<file path="src/rtl/ex_stage_pkg.sv">
`default_nettype none
// ============================================================================
// Module   : ex_pkg
// Brief    : Encodings and shared types for the RV32 execute stage.
// Revision : 1.0  initial release
// ============================================================================
package ex_pkg;

    localparam int c_xlen_default = 32;

    localparam logic [3:0] c_alu_add  = 4'd0;
    localparam logic [3:0] c_alu_sub  = 4'd1;
    localparam logic [3:0] c_alu_and  = 4'd2;
    localparam logic [3:0] c_alu_or   = 4'd3;
    localparam logic [3:0] c_alu_xor  = 4'd4;
    localparam logic [3:0] c_alu_sll  = 4'd5;
    localparam logic [3:0] c_alu_srl  = 4'd6;
    localparam logic [3:0] c_alu_sra  = 4'd7;
    localparam logic [3:0] c_alu_slt  = 4'd8;
    localparam logic [3:0] c_alu_sltu = 4'd9;

    localparam logic [1:0] c_md_mul   = 2'd0;
    localparam logic [1:0] c_md_mulhu = 2'd1;
    localparam logic [1:0] c_md_divu  = 2'd2;
    localparam logic [1:0] c_md_remu  = 2'd3;

    // Branch encodings follow the RV32 funct3 field
    localparam logic [2:0] c_br_beq  = 3'd0;
    localparam logic [2:0] c_br_bne  = 3'd1;
    localparam logic [2:0] c_br_blt  = 3'd4;
    localparam logic [2:0] c_br_bge  = 3'd5;
    localparam logic [2:0] c_br_bltu = 3'd6;
    localparam logic [2:0] c_br_bgeu = 3'd7;

    localparam logic [0:0] c_st_idle = 1'b0;
    localparam logic [0:0] c_st_run  = 1'b1;

    typedef struct packed {
        logic       branch_instruction;
        logic       mem_we;
        logic       mem_re;
        logic       reg_file_write;
        logic [1:0] select_mux_4;
        logic [1:0] select_mux_2;
    } ctrl_t;

endpackage
`default_nettype wire

</file>
<file path="src/rtl/ex_stage_if.sv">
`default_nettype none
// ============================================================================
// Module   : ex_stage_if
// Brief    : ID/EX inputs and EX/MEM outputs of the execute stage.
// Revision : 1.0  initial release
// ============================================================================
interface ex_stage_if import ex_pkg::*; #(
    parameter int XLEN = c_xlen_default
) ();
    logic            in_valid;
    logic            flush;
    logic [3:0]      alu_op;
    logic            is_md;
    logic [1:0]      md_op;
    logic [2:0]      branch_func;
    logic [XLEN-1:0] op_a;
    logic [XLEN-1:0] op_b;
    logic [XLEN-1:0] rs2_val;
    logic [XLEN-1:0] pc_in;
    logic [XLEN-1:0] imm;
    logic            branch_instruction_in;
    logic            mem_we_in;
    logic            mem_re_in;
    logic            reg_file_write_in;
    logic [1:0]      select_mux_4_in;
    logic [1:0]      select_mux_2_in;

    logic            busy;
    logic            out_valid;
    logic [XLEN-1:0] alu_out;
    logic [XLEN-1:0] reg_out_b;
    logic [XLEN-1:0] add_pc_out;
    logic            branch_out;
    logic            branch_instruction;
    logic            mem_we;
    logic            mem_re;
    logic            reg_file_write;
    logic [1:0]      select_mux_4;
    logic [1:0]      select_mux_2;

    modport slave (
        input  in_valid, flush, alu_op, is_md, md_op, branch_func,
               op_a, op_b, rs2_val, pc_in, imm,
               branch_instruction_in, mem_we_in, mem_re_in, reg_file_write_in,
               select_mux_4_in, select_mux_2_in,
        output busy, out_valid, alu_out, reg_out_b, add_pc_out, branch_out,
               branch_instruction, mem_we, mem_re, reg_file_write,
               select_mux_4, select_mux_2
    );

    modport master (
        output in_valid, flush, alu_op, is_md, md_op, branch_func,
               op_a, op_b, rs2_val, pc_in, imm,
               branch_instruction_in, mem_we_in, mem_re_in, reg_file_write_in,
               select_mux_4_in, select_mux_2_in,
        input  busy, out_valid, alu_out, reg_out_b, add_pc_out, branch_out,
               branch_instruction, mem_we, mem_re, reg_file_write,
               select_mux_4, select_mux_2
    );
endinterface
`default_nettype wire

</file>
<file path="src/rtl/ex_stage_muldiv_iter.sv">
`default_nettype none
// ============================================================================
// Module   : muldiv_iter
// Brief    : One-bit-per-cycle unsigned shift-add multiplier / restoring divider.
// Revision : 1.0  initial release
// ============================================================================
module muldiv_iter import ex_pkg::*; #(
    parameter int XLEN     = c_xlen_default,
    parameter int MD_STEPS = XLEN
) (
    input  wire logic            clk,
    input  wire logic            reset,
    input  wire logic            i_start,
    input  wire logic            i_clear,
    input  wire logic [1:0]      i_op,
    input  wire logic [XLEN-1:0] i_a,
    input  wire logic [XLEN-1:0] i_b,
    output logic                 o_busy,
    output logic                 o_done,
    output logic [XLEN-1:0]      o_result
);
    localparam int              c_cw   = (MD_STEPS > 1) ? $clog2(MD_STEPS) : 1;
    localparam logic [c_cw-1:0] c_last = c_cw'(MD_STEPS - 1);

    logic [0:0]      r_state;
    logic [c_cw-1:0] r_cnt;
    logic [1:0]      r_op;
    logic [XLEN-1:0] r_m;   // multiplicand or divisor
    logic [XLEN-1:0] r_hi;  // product high word or partial remainder
    logic [XLEN-1:0] r_lo;  // multiplier bits or dividend/quotient bits

    logic            w_is_div;
    logic            w_start_div;
    logic [XLEN:0]   w_sum;
    logic [XLEN:0]   w_shift;
    logic [XLEN-1:0] w_hi_nxt;
    logic [XLEN-1:0] w_lo_nxt;

    assign w_is_div    = (r_op == c_md_divu) || (r_op == c_md_remu);
    assign w_start_div = (i_op == c_md_divu) || (i_op == c_md_remu);

    always_comb begin
        w_sum    = '0;
        w_shift  = '0;
        w_hi_nxt = r_hi;
        w_lo_nxt = r_lo;
        if (w_is_div) begin
            // A zero divisor always "fits", giving all-ones quotient and dividend remainder
            w_shift = {r_hi, r_lo[XLEN-1]};
            if (w_shift >= {1'b0, r_m}) begin
                w_hi_nxt = XLEN'(w_shift - {1'b0, r_m});
                w_lo_nxt = {r_lo[XLEN-2:0], 1'b1};
            end else begin
                w_hi_nxt = w_shift[XLEN-1:0];
                w_lo_nxt = {r_lo[XLEN-2:0], 1'b0};
            end
        end else begin
            w_sum    = {1'b0, r_hi} + {1'b0, (r_lo[0] ? r_m : {XLEN{1'b0}})};
            w_hi_nxt = w_sum[XLEN:1];
            w_lo_nxt = {w_sum[0], r_lo[XLEN-1:1]};
        end
    end

    assign o_busy   = (r_state == c_st_run);
    assign o_done   = o_busy && (r_cnt == c_last);
    assign o_result = ((r_op == c_md_mul) || (r_op == c_md_divu)) ? w_lo_nxt : w_hi_nxt;

    always_ff @(posedge clk or negedge reset) begin
        if (!reset) begin
            r_state <= c_st_idle;
            r_cnt   <= '0;
            r_op    <= '0;
            r_m     <= '0;
            r_hi    <= '0;
            r_lo    <= '0;
        end else if (i_clear) begin
            r_state <= c_st_idle;
            r_cnt   <= '0;
        end else begin
            case (r_state)
                c_st_idle: begin
                    if (i_start) begin
                        r_state <= c_st_run;
                        r_cnt   <= '0;
                        r_op    <= i_op;
                        r_hi    <= '0;
                        r_m     <= w_start_div ? i_b : i_a;
                        r_lo    <= w_start_div ? i_a : i_b;
                    end
                end
                c_st_run: begin
                    r_hi <= w_hi_nxt;
                    r_lo <= w_lo_nxt;
                    if (r_cnt == c_last) begin
                        r_state <= c_st_idle;
                        r_cnt   <= '0;
                    end else begin
                        r_cnt <= r_cnt + 1'b1;
                    end
                end
                default: begin
                    r_state <= c_st_idle;
                    r_cnt   <= '0;
                end
            endcase
        end
    end

endmodule
`default_nettype wire

</file>
<file path="src/rtl/ex_stage.sv">
`default_nettype none
// ============================================================================
// Module   : ex_stage
// Brief    : RV32 execute stage: ALU, branch compare, iterative mul/div, EX/MEM register.
// Revision : 1.0  initial release
// ============================================================================
module ex_stage import ex_pkg::*; #(
    parameter int XLEN     = c_xlen_default,
    parameter int MD_STEPS = XLEN
) (
    input wire logic  clk,
    input wire logic  reset,
    ex_stage_if.slave bus
);
    localparam int c_shw = $clog2(XLEN);

    logic [XLEN-1:0]  w_alu;
    logic             w_cond;
    logic             w_branch;
    logic [XLEN-1:0]  w_add_pc;
    logic [c_shw-1:0] w_shamt;
    ctrl_t            w_ctrl_in;
    logic             w_start;
    logic             w_md_busy;
    logic             w_md_done;
    logic [XLEN-1:0]  w_md_result;

    logic             w_nxt_valid;
    logic [XLEN-1:0]  w_nxt_alu;
    logic [XLEN-1:0]  w_nxt_reg_b;
    logic [XLEN-1:0]  w_nxt_add_pc;
    logic             w_nxt_branch;
    ctrl_t            w_nxt_ctrl;

    logic             r_valid;
    logic [XLEN-1:0]  r_alu_out;
    logic [XLEN-1:0]  r_reg_b;
    logic [XLEN-1:0]  r_add_pc;
    logic             r_branch;
    ctrl_t            r_ctrl;

    // Snapshot of the mul/div instruction's side-band, replayed when the result lands
    logic [XLEN-1:0]  r_h_reg_b;
    logic [XLEN-1:0]  r_h_add_pc;
    logic             r_h_branch;
    ctrl_t            r_h_ctrl;

    assign w_shamt  = bus.op_b[c_shw-1:0];
    assign w_add_pc = bus.pc_in + bus.imm;
    assign w_ctrl_in = '{branch_instruction: bus.branch_instruction_in,
                         mem_we:             bus.mem_we_in,
                         mem_re:             bus.mem_re_in,
                         reg_file_write:     bus.reg_file_write_in,
                         select_mux_4:       bus.select_mux_4_in,
                         select_mux_2:       bus.select_mux_2_in};

    always_comb begin
        w_alu = '0;
        case (bus.alu_op)
            c_alu_add:  w_alu = bus.op_a + bus.op_b;
            c_alu_sub:  w_alu = bus.op_a - bus.op_b;
            c_alu_and:  w_alu = bus.op_a & bus.op_b;
            c_alu_or:   w_alu = bus.op_a | bus.op_b;
            c_alu_xor:  w_alu = bus.op_a ^ bus.op_b;
            c_alu_sll:  w_alu = bus.op_a << w_shamt;
            c_alu_srl:  w_alu = bus.op_a >> w_shamt;
            c_alu_sra:  w_alu = $unsigned($signed(bus.op_a) >>> w_shamt);
            c_alu_slt:  w_alu = {{(XLEN-1){1'b0}}, $signed(bus.op_a) < $signed(bus.op_b)};
            c_alu_sltu: w_alu = {{(XLEN-1){1'b0}}, bus.op_a < bus.op_b};
            default:    w_alu = '0;
        endcase
    end

    always_comb begin
        w_cond = 1'b0;
        case (bus.branch_func)
            c_br_beq:  w_cond = (bus.op_a == bus.op_b);
            c_br_bne:  w_cond = (bus.op_a != bus.op_b);
            c_br_blt:  w_cond = ($signed(bus.op_a) <  $signed(bus.op_b));
            c_br_bge:  w_cond = ($signed(bus.op_a) >= $signed(bus.op_b));
            c_br_bltu: w_cond = (bus.op_a <  bus.op_b);
            c_br_bgeu: w_cond = (bus.op_a >= bus.op_b);
            default:   w_cond = 1'b0;
        endcase
    end

    assign w_branch = bus.branch_instruction_in & w_cond;
    assign w_start  = !w_md_busy && bus.in_valid && bus.is_md && !bus.flush;

    muldiv_iter #(
        .XLEN     (XLEN),
        .MD_STEPS (MD_STEPS)
    ) u_muldiv (
        .clk      (clk),
        .reset    (reset),
        .i_start  (w_start),
        .i_clear  (bus.flush),
        .i_op     (bus.md_op),
        .i_a      (bus.op_a),
        .i_b      (bus.op_b),
        .o_busy   (w_md_busy),
        .o_done   (w_md_done),
        .o_result (w_md_result)
    );

    // Anything other than a finished mul/div or an accepted single-cycle op is a bubble
    always_comb begin
        w_nxt_valid  = 1'b0;
        w_nxt_alu    = '0;
        w_nxt_reg_b  = '0;
        w_nxt_add_pc = '0;
        w_nxt_branch = 1'b0;
        w_nxt_ctrl   = '0;
        if (bus.flush) begin
            w_nxt_valid = 1'b0;
        end else if (w_md_done) begin
            w_nxt_valid  = 1'b1;
            w_nxt_alu    = w_md_result;
            w_nxt_reg_b  = r_h_reg_b;
            w_nxt_add_pc = r_h_add_pc;
            w_nxt_branch = r_h_branch;
            w_nxt_ctrl   = r_h_ctrl;
        end else if (!w_md_busy && bus.in_valid && !bus.is_md) begin
            w_nxt_valid  = 1'b1;
            w_nxt_alu    = w_alu;
            w_nxt_reg_b  = bus.rs2_val;
            w_nxt_add_pc = w_add_pc;
            w_nxt_branch = w_branch;
            w_nxt_ctrl   = w_ctrl_in;
        end
    end

    always_ff @(posedge clk or negedge reset) begin
        if (!reset) begin
            r_valid   <= 1'b0;
            r_alu_out <= '0;
            r_reg_b   <= '0;
            r_add_pc  <= '0;
            r_branch  <= 1'b0;
            r_ctrl    <= '0;
        end else begin
            r_valid   <= w_nxt_valid;
            r_alu_out <= w_nxt_alu;
            r_reg_b   <= w_nxt_reg_b;
            r_add_pc  <= w_nxt_add_pc;
            r_branch  <= w_nxt_branch;
            r_ctrl    <= w_nxt_ctrl;
        end
    end

    always_ff @(posedge clk or negedge reset) begin
        if (!reset) begin
            r_h_reg_b  <= '0;
            r_h_add_pc <= '0;
            r_h_branch <= 1'b0;
            r_h_ctrl   <= '0;
        end else if (w_start) begin
            r_h_reg_b  <= bus.rs2_val;
            r_h_add_pc <= w_add_pc;
            r_h_branch <= w_branch;
            r_h_ctrl   <= w_ctrl_in;
        end
    end

    assign bus.busy               = w_md_busy;
    assign bus.out_valid          = r_valid;
    assign bus.alu_out            = r_alu_out;
    assign bus.reg_out_b          = r_reg_b;
    assign bus.add_pc_out         = r_add_pc;
    assign bus.branch_out         = r_branch;
    assign bus.branch_instruction = r_ctrl.branch_instruction;
    assign bus.mem_we             = r_ctrl.mem_we;
    assign bus.mem_re             = r_ctrl.mem_re;
    assign bus.reg_file_write     = r_ctrl.reg_file_write;
    assign bus.select_mux_4       = r_ctrl.select_mux_4;
    assign bus.select_mux_2       = r_ctrl.select_mux_2;

endmodule
`default_nettype wire

</file>
<file path="src/flat_wrapper.sv">
// flat-port wrapper written by rule: the top's interface ports become plain ports
module ex_stage_flat import ex_pkg::*;
#(
    parameter int XLEN     = c_xlen_default,
    parameter int MD_STEPS = XLEN
)
  (clk, reset, bus_in_valid, bus_flush, bus_alu_op, bus_is_md, bus_md_op, bus_branch_func, bus_op_a, bus_op_b, bus_rs2_val, bus_pc_in, bus_imm, bus_branch_instruction_in, bus_mem_we_in, bus_mem_re_in, bus_reg_file_write_in, bus_select_mux_4_in, bus_select_mux_2_in, bus_busy, bus_out_valid, bus_alu_out, bus_reg_out_b, bus_add_pc_out, bus_branch_out, bus_branch_instruction, bus_mem_we, bus_mem_re, bus_reg_file_write, bus_select_mux_4, bus_select_mux_2);
  ex_stage_if #(.XLEN(XLEN)) bus_i ();
  input wire logic clk;
  input wire logic reset;
  input wire logic [$bits(bus_i.in_valid)-1:0] bus_in_valid;
  input wire logic [$bits(bus_i.flush)-1:0] bus_flush;
  input wire logic [$bits(bus_i.alu_op)-1:0] bus_alu_op;
  input wire logic [$bits(bus_i.is_md)-1:0] bus_is_md;
  input wire logic [$bits(bus_i.md_op)-1:0] bus_md_op;
  input wire logic [$bits(bus_i.branch_func)-1:0] bus_branch_func;
  input wire logic [$bits(bus_i.op_a)-1:0] bus_op_a;
  input wire logic [$bits(bus_i.op_b)-1:0] bus_op_b;
  input wire logic [$bits(bus_i.rs2_val)-1:0] bus_rs2_val;
  input wire logic [$bits(bus_i.pc_in)-1:0] bus_pc_in;
  input wire logic [$bits(bus_i.imm)-1:0] bus_imm;
  input wire logic [$bits(bus_i.branch_instruction_in)-1:0] bus_branch_instruction_in;
  input wire logic [$bits(bus_i.mem_we_in)-1:0] bus_mem_we_in;
  input wire logic [$bits(bus_i.mem_re_in)-1:0] bus_mem_re_in;
  input wire logic [$bits(bus_i.reg_file_write_in)-1:0] bus_reg_file_write_in;
  input wire logic [$bits(bus_i.select_mux_4_in)-1:0] bus_select_mux_4_in;
  input wire logic [$bits(bus_i.select_mux_2_in)-1:0] bus_select_mux_2_in;
  output wire logic [$bits(bus_i.busy)-1:0] bus_busy;
  output wire logic [$bits(bus_i.out_valid)-1:0] bus_out_valid;
  output wire logic [$bits(bus_i.alu_out)-1:0] bus_alu_out;
  output wire logic [$bits(bus_i.reg_out_b)-1:0] bus_reg_out_b;
  output wire logic [$bits(bus_i.add_pc_out)-1:0] bus_add_pc_out;
  output wire logic [$bits(bus_i.branch_out)-1:0] bus_branch_out;
  output wire logic [$bits(bus_i.branch_instruction)-1:0] bus_branch_instruction;
  output wire logic [$bits(bus_i.mem_we)-1:0] bus_mem_we;
  output wire logic [$bits(bus_i.mem_re)-1:0] bus_mem_re;
  output wire logic [$bits(bus_i.reg_file_write)-1:0] bus_reg_file_write;
  output wire logic [$bits(bus_i.select_mux_4)-1:0] bus_select_mux_4;
  output wire logic [$bits(bus_i.select_mux_2)-1:0] bus_select_mux_2;
  assign bus_i.in_valid = bus_in_valid;
  assign bus_i.flush = bus_flush;
  assign bus_i.alu_op = bus_alu_op;
  assign bus_i.is_md = bus_is_md;
  assign bus_i.md_op = bus_md_op;
  assign bus_i.branch_func = bus_branch_func;
  assign bus_i.op_a = bus_op_a;
  assign bus_i.op_b = bus_op_b;
  assign bus_i.rs2_val = bus_rs2_val;
  assign bus_i.pc_in = bus_pc_in;
  assign bus_i.imm = bus_imm;
  assign bus_i.branch_instruction_in = bus_branch_instruction_in;
  assign bus_i.mem_we_in = bus_mem_we_in;
  assign bus_i.mem_re_in = bus_mem_re_in;
  assign bus_i.reg_file_write_in = bus_reg_file_write_in;
  assign bus_i.select_mux_4_in = bus_select_mux_4_in;
  assign bus_i.select_mux_2_in = bus_select_mux_2_in;
  assign bus_busy = bus_i.busy;
  assign bus_out_valid = bus_i.out_valid;
  assign bus_alu_out = bus_i.alu_out;
  assign bus_reg_out_b = bus_i.reg_out_b;
  assign bus_add_pc_out = bus_i.add_pc_out;
  assign bus_branch_out = bus_i.branch_out;
  assign bus_branch_instruction = bus_i.branch_instruction;
  assign bus_mem_we = bus_i.mem_we;
  assign bus_mem_re = bus_i.mem_re;
  assign bus_reg_file_write = bus_i.reg_file_write;
  assign bus_select_mux_4 = bus_i.select_mux_4;
  assign bus_select_mux_2 = bus_i.select_mux_2;
  ex_stage #(.XLEN(XLEN), .MD_STEPS(MD_STEPS)) u_core (.clk(clk), .reset(reset), .bus(bus_i));
endmodule
</file>
<file path="config.mk">
export PLATFORM = sky130hd
export DESIGN_NAME = ex_stage_flat
export DESIGN_NICKNAME = d
export VERILOG_FILES = /design/src/rtl/ex_stage_pkg.sv /design/src/rtl/ex_stage_if.sv /design/src/rtl/ex_stage_muldiv_iter.sv /design/src/rtl/ex_stage.sv /design/src/flat_wrapper.sv
export SDC_FILE = /design/constraint.sdc
export NUM_CORES = 1
export LEC_CHECK = 0
export CAP_MARGIN = 5
export CORE_UTILIZATION = 25
export DETAILED_ROUTE_END_ITERATION = 10
export HOLD_SLACK_MARGIN = 0.02
export PLACE_DENSITY = 0.43
export RECOVER_POWER = 100
export SLEW_MARGIN = 5
export SYNTH_ARGS = -nofsm -noshare
export SYNTH_HDL_FRONTEND = slang
export SYNTH_HIERARCHICAL = 1
export SYNTH_SLANG_ARGS = --single-unit
export TNS_END_PERCENT = 5
</file>
<file path="constraint.sdc">
create_clock -name clk -period 4.43 [get_ports clk]
set_clock_uncertainty 0.2 [all_clocks]
set_input_delay 0.443 -clock clk [delete_from_list [all_inputs] [get_ports clk]]
set_output_delay 0.443 -clock clk [all_outputs]
set_load 0.005 [all_outputs]
</file>
Yosys cells after proc, flatten, opt, wreduce, memory -nomap -nowiden
Index checks and enable logic that the tools add are counted.

storage, ports and cells
  flip-flop bits (word level) = 283
  latch bits = 0
  memory bits (writable) = 0
  bits in read-only memories = 0
  input port bits = 182
  output and inout bits = 107
  word-level logic and storage cells = 125
  memories = 0

cells by class
  $add $sub $neg = 6
  multipliers = 0
  divide/modulo/power cells = 0
  $lt $le $gt $ge = 5
  equality and inequality tests = 23
  shift operators = 3
  multiplexer cells = 40
  bitwise gates (word level) = 6
  reduce and logical (&&, ||, !) cells = 16

operators by type and width
  operator              number
  $mux W32              18
  $pmux W32 S10         1
  $pmux W32 S2          2
  $add A32 B32 Y32      2
  $ge A32 B32 Y1        2
  $lt A32 B32 Y1        2
  $sub A32 B32 Y32      2
  $add A32 B32 Y33      1
  $ge A33 B32 Y1        1
  $and A32 B32 Y32      1
  $eq A32 B32 Y1        1
  $ne A32 B32 Y1        1
  $or A32 B32 Y32       1
  $shl A32 B5 Y32       1
  $shr A32 B5 Y32       1
  $sshr A32 B5 Y32      1
  $xor A32 B32 Y32      1
  $mux W8               3
  $eq A4 B3 Y1 const B  4
  $mux W5               3
  $eq A3 B3 Y1 const B  4
  $mux W1               10
  $pmux W5 S2           1
  $eq A2 B2 Y1 const B  4
  20 further kinds      31

Longest topological paths before layout
Gate-level depths: netlist of run 1.

  word-level depth = 7
  depth in mapped cells = 21
  depth with buffers taken out = 21

Cells and area by module
The synthesis of run 1 kept the hierarchy.

modules (own cells, without submodules)
  module       instances  cells each  area an instance (um^2)  sequential area each (um^2)
  ex_stage     1          2,175       16,973.8                 4,479.3
  muldiv_iter  1          1,301       10,127.2                 2,602.5

Worst setup path before layout of run 1
No wires, ideal clock.

  path kind = input port to flip-flop
  start = input port bus_op_b[2]
  end = register u_core.r_alu_out[29] (netlist: u_core/bus.alu_out[29])
  library setup time = 0.129 ns
  arrival time = 4.171 ns
  data required time = 4.101 ns
  setup slack = -0.070 ns
  stages = 16
  path buffers = 5
  path through = clkbuf_1 > inv_1 > buf_1 > buf_1 > buf_1 > ha_1 > clkbuf_1 > and3_1 > a221oi_1 > o311ai_1 > a21o_1 > a21oi_1 > o21ai_0 > a2111oi_0 > or4_1 > nand3_1

on the way
  word-level cells in the longest chain between the ends = 5
  elaborated cells on any way between the ends = 9
  classes of those cells = add/sub (2); shift (3); mux (4)

RTL lines
  item                                            RTL line            text
  start: declaration                              flat_wrapper.sv:18  input wire logic [$bits(bus_i.op_b)-1:0] bus_op_b;
  $sub A32 B32 Y32, or another cell as far along  ex_stage.sv:61      c_alu_sub: w_alu = bus.op_a - bus.op_b;
  $pmux W32 S10 (*)                               ex_stage.sv:59      case (bus.alu_op)
  $mux W32 (*)                                    ex_stage.sv:123     end else if (!w_md_busy && bus.in_valid && !bus.is_md) begin
  $mux W32 (*)                                    ex_stage.sv:116     end else if (w_md_done) begin
  $mux W32 (*)                                    ex_stage.sv:114     if (bus.flush) begin
  named net u_core.w_nxt_alu[29]                  ex_stage.sv:29      logic [XLEN-1:0] w_nxt_alu;
  end signal: assignment                          ex_stage.sv:143     r_alu_out <= w_nxt_alu;
  end: declaration                                ex_stage.sv:36      logic [XLEN-1:0] r_alu_out;

The timed path passes the listed nets; every way through them passes the cells marked *.
A chain may end at the register's enable or synchronous reset.

Final worst setup path of run 1
  start = register u_core.u_muldiv.r_lo[0]
  end = register u_core.r_alu_out[20] (netlist: u_core/bus.alu_out[20])

on the way
  word-level cells in the longest chain between the ends = 6

RTL lines
  item                              RTL line                    text
  start: declaration                ex_stage_muldiv_iter.sv:30  logic [XLEN-1:0] r_lo;
  start signal: assignment          ex_stage_muldiv_iter.sv:88  r_lo <= w_start_div ? i_a : i_b;
  start signal: assignment          ex_stage_muldiv_iter.sv:93  r_lo <= w_lo_nxt;
  $mux W32                          ex_stage_muldiv_iter.sv:58  w_sum = {1'b0, r_hi} + {1'b0, (r_lo[0] ? r_m : {XLEN{1'b0}})};
  $add A32 B32 Y33                  ex_stage_muldiv_iter.sv:58
  $mux W32                          ex_stage_muldiv_iter.sv:47  if (w_is_div) begin
  $mux W32                          ex_stage_muldiv_iter.sv:66  assign o_result = ((r_op == c_md_mul) || (r_op == c_md_divu)) ? w_lo_nxt : w_hi_nxt;
  named net u_core.w_md_result[20]  ex_stage.sv:26              logic [XLEN-1:0] w_md_result;
  $mux W32                          ex_stage.sv:116
  $mux W32                          ex_stage.sv:114
  named net u_core.w_nxt_alu[20]    ex_stage.sv:29

The timed path passes the listed nets, and every way through them passes these cells.

==> flow_summary.json, run 1 <==
{
  "place_hpwl_um": 102000,
  "fmax_mhz": 232,
  "r2r-start": "u_core/u_muldiv/r_lo[0]$_DFFE_PN0P_",
  "top_layer_used": "met5",
  "critPathLaunch": "u_core/u_muldiv/r_lo[0]$_DFFE_PN0P_",
  "ys_seq_area_frac": 0.261,
  "tightest_slew_ns": 2.10,
  "required_ns": 4.73,
  "track_usage": 0.229,
  "vias_per_cell": 5.26,
  "crit_family": "simple AND/OR/NAND/NOR gates",
  "r2r-end": "u_core/bus.alu_out[20]$_DFF_PN0_",
  "synth_cell_types": 104,
  "syn_area_um2": 27100,
  "cts_tree": "yes",
  "fin_area_um2": 35600,
  "die-area_um2": 110000,
  "async_reset_ff_frac": 1.00,
  "cp_num_cells": 21,
  "setup_viol": 0,
  "min_path_type": "in2reg",
  "cts-root-buf": "clkbuf_16",
  "avgSynthCellArea_um2": 7.80,
  "cts_made_buffers": 38,
  "cp-start-kind": "flop",
  "grt_pass1_vias": 28000,
  "p_leak_nw": 16.4,
  "setup_tns_ns": 0,
  "wl_met2_um": 58300,
  "yosysWarnings": 6,
  "core-area_um2": 107000,
  "ant_nets": 0,
  "synth_edf_count": 0,
  "maxSlewViolCount": 147,
  "slew-limit-headroom": -0.398,
  "start_util": 0.253,
  "layoutNonFillerInstCount": 5412,
  "io_pins": 289,
  "htreeDepth": 2,
  "period_share": 0.972,
  "clk_pin_slew_worst_paths_ns": 0.06,
  "syn2layout_area_growth_pct": 31.2,
  "dp_cells": 5335,
  "cp_slowest_cell": "dfrtp_1",
  "cp_max_fo": 18,
  "routed_wl_um": 129000,
  "totalPowerFinal_mw": 13.5,
  "critPathKind": "reg2reg",
  "crit_top_cell": "buf_4",
  "grt_pass1_wl_um": 190000,
  "clock_latency_ns": 0.57,
  "overflow": 0,
  "first_pass_iters": 6,
  "grt_max_degree": 88,
  "rows": 120,
  "whs_path_depth": 2,
  "cts_buffer_depth": 3,
  "wl_met3_um": 7100,
  "rsz0062_at_grt": "yes",
  "endpoint": "u_core/bus.alu_out[20]$_DFF_PN0_",
  "hold_viol": 0,
  "crit_path_cell_trace": "buf_4, buf_6, and2_1, ha_4, buf_4, and3_1, nand3_1, nor2_2, o21ai_4, buf_4, a21oi_1, xor2_1, nand2_1, a31oi_2, nand2_1, nand4_1, a221oi_2, a21boi_2, buf_4, a211oi_1, buf_4",
  "wl_met1_um": 60200,
  "antenna_found_initial": 9,
  "io_buffers": 288,
  "ys_ff_latch": 283,
  "drive_above_1_share": 0.171,
  "power.density_nw_per_um2": 380,
  "gp_congestion": 0.969,
  "path_buf_inv": 6,
  "end_kind": "flop",
  "die_w_um": 331,
  "syn-num-nets": 3857,
  "r2r_cells": 21,
  "timing.hold.ws_ns": 0.107,
  "nets": 4360,
  "rrSetupSlack_ns": 0.12,
  "routedWlPerCell_um": 23.8,
  "critical_path.max_stage_delay_ns": 0.39,
  "die_h_um": 331,
  "drv_cap": 2,
  "synth-main-ff-cell": "dfrtp_1",
  "violations": "capacitance limit, slew limit",
  "status": "complete, but fails checks",
  "synth_cells": 3476,
  "period_minus_slack_ns": 4.31,
  "placed_cell_area_um2": 34000,
  "drc": 0,
  "vias": 28500,
  "drt-initial-drc-count": 2327,
  "arrival_ns": 4.61,
  "clkSinkCount": 283,
  "irDropWorstVdd_mv": 0.271
}
-- routing by layer --
layer | GRT usage | vias up
met3 | 0.0329 | 147
li1 | - | 13600
met1 | 0.321 | 13900
met2 | 0.364 | 833
met5 | 0 | -
met4 | 0.0630 | 6
-- placed cells by master, fill, tap and decap left out, drive strengths merged, types with 50 or more instances in the layout --
cell type / netlist / layout
a211oi: 55 / 55
dlygate4sd3: 0 / 107
nor2: 373 / 373
nor3: 54 / 54
buf: 57 / 411
a22oi: 77 / 77
clkdlybuf4s50: 0 / 174
mux2: 73 / 73
o21ai: 228 / 228
nand3: 69 / 69
a21o: 61 / 61
dfrtp: 283 / 283
nand2: 461 / 461
o211ai: 52 / 52
mux2i: 137 / 137
a21oi: 326 / 326
ha: 194 / 194
clkbuf: 175 / 56
and2: 50 / 50
xnor2: 54 / 54
inv: 153 / 155
-- worst min-delay path by stage --
stage,start,to,slack (ns)
detailed placement,u_core/r_h_add_pc[17]$_DFFE_PN0P_,u_core/r_h_add_pc[17]$_DFFE_PN0P_,0.26
global route,bus_flush,u_core/bus.alu_out[3]$_DFF_PN0_,0.11
floorplan,reset,u_core/bus.add_pc_out[0]$_DFF_PN0_,-0.05
finish,bus_flush,u_core/bus.alu_out[3]$_DFF_PN0_,0.11
global placement,u_core/r_h_reg_b[13]$_DFFE_PN0P_,u_core/r_h_reg_b[13]$_DFFE_PN0P_,0.26
CTS,bus_flush,u_core/bus.alu_out[3]$_DFF_PN0_,0.07
-- state kept, by name, summed over array words and instances (netlist names) --
name and flops:
u_core/u_muldiv/r_lo 32, u_core/u_muldiv/r_m 32, u_core/u_muldiv/r_hi 32, u_core/bus.branch_instruction 1
u_core/bus.alu_out 32, u_core/bus.reg_out_b 32, u_core/bus.branch_out 1, u_core/u_muldiv/r_cnt 5
u_core/bus.out_valid 1, u_core/bus.mem_we 1, u_core/r_h_ctrl 8, u_core/bus.mem_re 1
u_core/r_h_reg_b 32, u_core/bus.select_mux_2 2, u_core/r_h_branch 1, u_core/r_h_add_pc 32
u_core/bus.reg_file_write 1, u_core/bus.add_pc_out 32, u_core/bus.select_mux_4 2, u_core/u_muldiv/o_busy 1
u_core/u_muldiv/r_op 2
-- through the flow --
stage | utilization | setup slack [ns]
after global placement | 0.317 | 0.00290
after floorplan | - | 0.0876
after detailed placement | 0.317 | -0.0179
final | 0.332 | 0.123
after global routing | 0.332 | -0.0372
after CTS | 0.329 | 0.0103
-- cells by family (layout without fill, tap and decap cells) --
group	Yosys count	in the layout	synth area share
simple gates	1195	1195	0.198
compound gates	1091	1091	0.262
buf+inv	388	919	0.0559
flops	283	283	0.261
mux	236	236	0.103
fa+ha+maj	199	199	0.0933
xor+xnor	84	84	0.0271
other cells	0	2	0
-- cell type report --
type / count / area (um2)
sequential: 283 / 7090
fill: 11500 / 71600
clock inverter: 15 / 186
timing repair buffer: 695 / 6030
inverter: 156 / 586
clock buffer: 53 / 1100
multi-input combinational: 2805 / 18800
antenna: 2 / 5.00
tap: 1403 / 1760
-- worst reg2reg max path: cells and delay by family (launching register included) --
family / cells / cell delay (ns)
AOI/OAI and AO/OA: 6 / 1.02
xor gates and xnor gates: 1 / 0.15
adders and majority gates: 1 / 0.30
buffers and inverters: 6 / 1.00
DFF: 1 / 0.39
and+or+nand+nor: 7 / 1.17
-- cells in the mapped netlist, types with 53 or more instances --
cell type | count | area, um2
a21o_1 | 61 | 458
a21oi_1 | 319 | 1600
a22oi_1 | 77 | 578
clkbuf_1 | 174 | 653
dfrtp_1 | 283 | 7080
ha_1 | 194 | 2430
inv_1 | 152 | 571
mux2_2 | 72 | 811
mux2i_1 | 137 | 1370
nand2_1 | 461 | 1730
nand3_1 | 67 | 335
nor2_1 | 371 | 1390
nor3_1 | 53 | 265
o21ai_0 | 220 | 1100
xnor2_1 | 54 | 473
-- where the power goes --
part / internal, mW / switching [mW] / leakage [nW]
logic: 2.95 / 3.93 / 12.1
clock network: 1.92 / 1.32 / 0.632
registers: 3.02 / 0.352 / 3.65
-- what timing repair did --
item | CTS | global route
hold buffers | 1 | 0
hold endpoints to repair | 77 | 0
buffers inserted | 0 | 7
setup endpoints to repair | 3 | 14
pin swaps | 1 | 29
gates resized for setup | 3 | 61
No activity file was read; power rests on OpenSTA's default activity.
==> run 2: changes to the inputs <==
--- a/config.mk
+++ b/config.mk
@@ -6,10 +6,13 @@
 export NUM_CORES = 1
 export LEC_CHECK = 0
 export CAP_MARGIN = 5
+export CELL_PAD_IN_SITES_DETAIL_PLACEMENT = 0
+export CELL_PAD_IN_SITES_GLOBAL_PLACEMENT = 1
 export CORE_UTILIZATION = 25
+export CTS_CLUSTER_DIAMETER = 30
 export DETAILED_ROUTE_END_ITERATION = 10
 export HOLD_SLACK_MARGIN = 0.02
-export PLACE_DENSITY = 0.43
+export PLACE_DENSITY = 0.53
 export RECOVER_POWER = 100
 export SLEW_MARGIN = 5
 export SYNTH_ARGS = -nofsm -noshare
==> run 2 against run 1 <==
  * Clock power up 110%
  * Power is 26% higher
  * Non-clock buffer count up 7
  * Final area up 5.3%
  * Highest routed layer unchanged
  * Global-route usage increased by 0.70 points
  * Sequential power about the same
  * First-iteration DRC count is essentially flat
  * The flow still finishes with violations (capacitance limit, slew limit)
  * Sequential cell count did not move
  * Register-to-register slack worse by 0.02 ns
==> flow_summary.json, run 2 (synthesized netlist as in run 1, its figures left out) <==
{
  "placed_cell_area_um2": 34000,
  "grt_pass1_wl_um": 195000,
  "power_frac_comb": 0.409,
  "slew-limit-headroom": -0.925,
  "cts-root-buf": "clkbuf_16",
  "die_w_um": 331,
  "cts_buffer_depth": 3,
  "maxSlewViolCount": 353,
  "arrival_ns": 4.65,
  "overflow": 0,
  "track_usage": 0.236,
  "layout_common_cells": "nand2_1 (457), buf_4 (393), nor2_1 (370)",
  "final_common_cell": "nand2_1",
  "status": "complete, but fails checks",
  "period_share": 0.977,
  "violations": "capacitance limit, slew limit",
  "cp_slowest_cell": "or4_1",
  "p_clk_frac": 0.392,
  "rsz0062_at_grt": "yes",
  "syn2layout_area_growth_pct": 38.2,
  "power.density_nw_per_um2": 455,
  "critPathKind": "reg2reg",
  "period_minus_slack_ns": 4.33,
  "cts_made_buffers": 89,
  "grt_max_degree": 103,
  "grt_pass1_vias": 28700,
  "power.share.switching": 0.372,
  "place_ws_ns": -0.137,
  "setup_tns_ns": 0,
  "setup_viol": 0,
  "die_h_um": 331,
  "fmax_mhz": 231,
  "cts_tree": "yes",
  "clkSinkCount": 283,
  "drv_cap": 6,
  "routed_wl_um": 133000,
  "clk_pin_slew_worst_paths_ns": 0.05,
  "gp_congestion": 0.932,
  "vias_per_cell": 5.24,
  "clock_latency_ns": 0.64,
  "start_util": 0.253,
  "routedWlPerCell_um": 24.1,
  "rows": 120,
  "cp-start-kind": "flop",
  "rrSetupSlack_ns": 0.10,
  "switchingPower_mw": 6.33,
  "cp_max_fo": 3,
  "place_hpwl_um": 104000,
  "antenna_found_initial": 7,
  "io_pins": 289,
  "core-area_um2": 107000,
  "p_int_mw": 10.7,
  "seqPwrFrac": 0.199,
  "end_kind": "flop",
  "fin_area_um2": 37400,
  "htreeDepth": 3,
  "nets": 4418,
  "first_pass_iters": 8,
  "crit_top_cell": "buf_4",
  "critical_path.max_stage_delay_ns": 0.57,
  "required_ns": 4.75,
  "irDropWorstVdd_mv": 0.283,
  "min_path_type": "in2reg",
  "vias": 28900,
  "io_buffers": 288,
  "tightest_slew_ns": 2.89,
  "p_leak_nw": 17.3,
  "ant_nets": 0,
  "drive_above_1_share": 0.190,
  "final.setup.worst_slack_ns": 0.101,
  "hold_viol": 0,
  "drc": 0,
  "drt-initial-drc-count": 2328,
  "crit_path_cell_trace": "inv_1, ha_1, nor2b_1, o31a_1, o2111ai_4, buf_4, a21o_1, a21oi_1, buf_4, o211ai_1, mux2i_2, a221oi_2, buf_4, nor2_1, nand2_1, nand4_1, or4_1, o31a_1",
  "totalPowerFinal_mw": 17.0,
  "die-area_um2": 110000
}
## run 2: power groups by stage
stage | Clock, mW | Combinational, mW | Sequential, mW
after floorplan | 0 | 3.84 | 3.30
after global placement | 0 | 6.80 | 3.41
after detailed placement | 0 | 6.75 | 3.42
after CTS | 6.81 | 6.80 | 3.39
after global routing | 6.96 | 7.56 | 3.44
final | 6.67 | 6.96 | 3.39
## run 2: layer usage
| metal | wire length, um | track usage | vias up | part of all wire |
|---|---|---|---|---|
| met5 | 29 | 0 | - | 0.00022 |
| met1 | 62200 | 0.333 | 14200 | 0.47 |
| met3 | 6740 | 0.0284 | 175 | 0.051 |
| met4 | 3390 | 0.0676 | 4 | 0.025 |
| met2 | 60500 | 0.376 | 842 | 0.46 |
| li1 | - | - | 13700 | - |
## run 2: what timing repair did
item / in CTS / in global routing
resized for setup: 5 / 56
hold buffers: 1 / 0
pin swaps: 0 / 19
setup endpoints to repair: 6 / 15
setup buffers: 0 / 3
endpoints found under the hold margin: 97 / 0
## run 2: final timing paths
path                                                     from                            endpoint  cells past startpoint
setup / recovery           u_core/u_muldiv/r_m[1]$_DFFE_PN0P_    u_core/bus.alu_out[27]$_DFF_PN0_                     18
hold / removal                                      bus_flush   u_core/bus.reg_out_b[4]$_DFF_PN0_                      2
setup reg to reg           u_core/u_muldiv/r_m[1]$_DFFE_PN0P_    u_core/bus.alu_out[27]$_DFF_PN0_                     18
hold reg to reg              u_core/r_h_reg_b[10]$_DFFE_PN0P_    u_core/r_h_reg_b[10]$_DFFE_PN0P_                      2
max in group asynchronous                               reset    u_core/bus.alu_out[28]$_DFF_PN0_                      3
min in group asynchronous                               reset  u_core/bus.reg_out_b[14]$_DFF_PN0_                      2
## run 2: area by class of cell
type,instances,area (um2)
fillers,11400,69800
multi-input cells,2805,18800
flip-flops and latches,283,7090
repair buffers,702,6030
clock buffers,117,2510
well taps,1403,1760
clock inverters,45,699
inverters,156,586
diodes,1,2.50
## run 2: stage by stage
step / cells / hold WS (ns) / utilization
floorplan: 3476 / -0.0526 / -
global placement: 5345 / 0.259 / 0.317
detailed placement: 5345 / 0.263 / 0.317
CTS: 5508 / 0.0208 / 0.348
global route: 5512 / 0.0644 / 0.349
finish: 5512 / 0.0565 / 0.349
## run 2: critical path: cells and delay by family, from the launching register on
kind,cells,cell delay (ns)
multiplexers,1,0.14
buffers and inverters,4,0.52
AND/OR/NAND/NOR,5,1.04
flip-flops,1,0.33
AO/OA/AOI/OAI,7,1.69
adder cells (fa/ha/maj),1,0.31
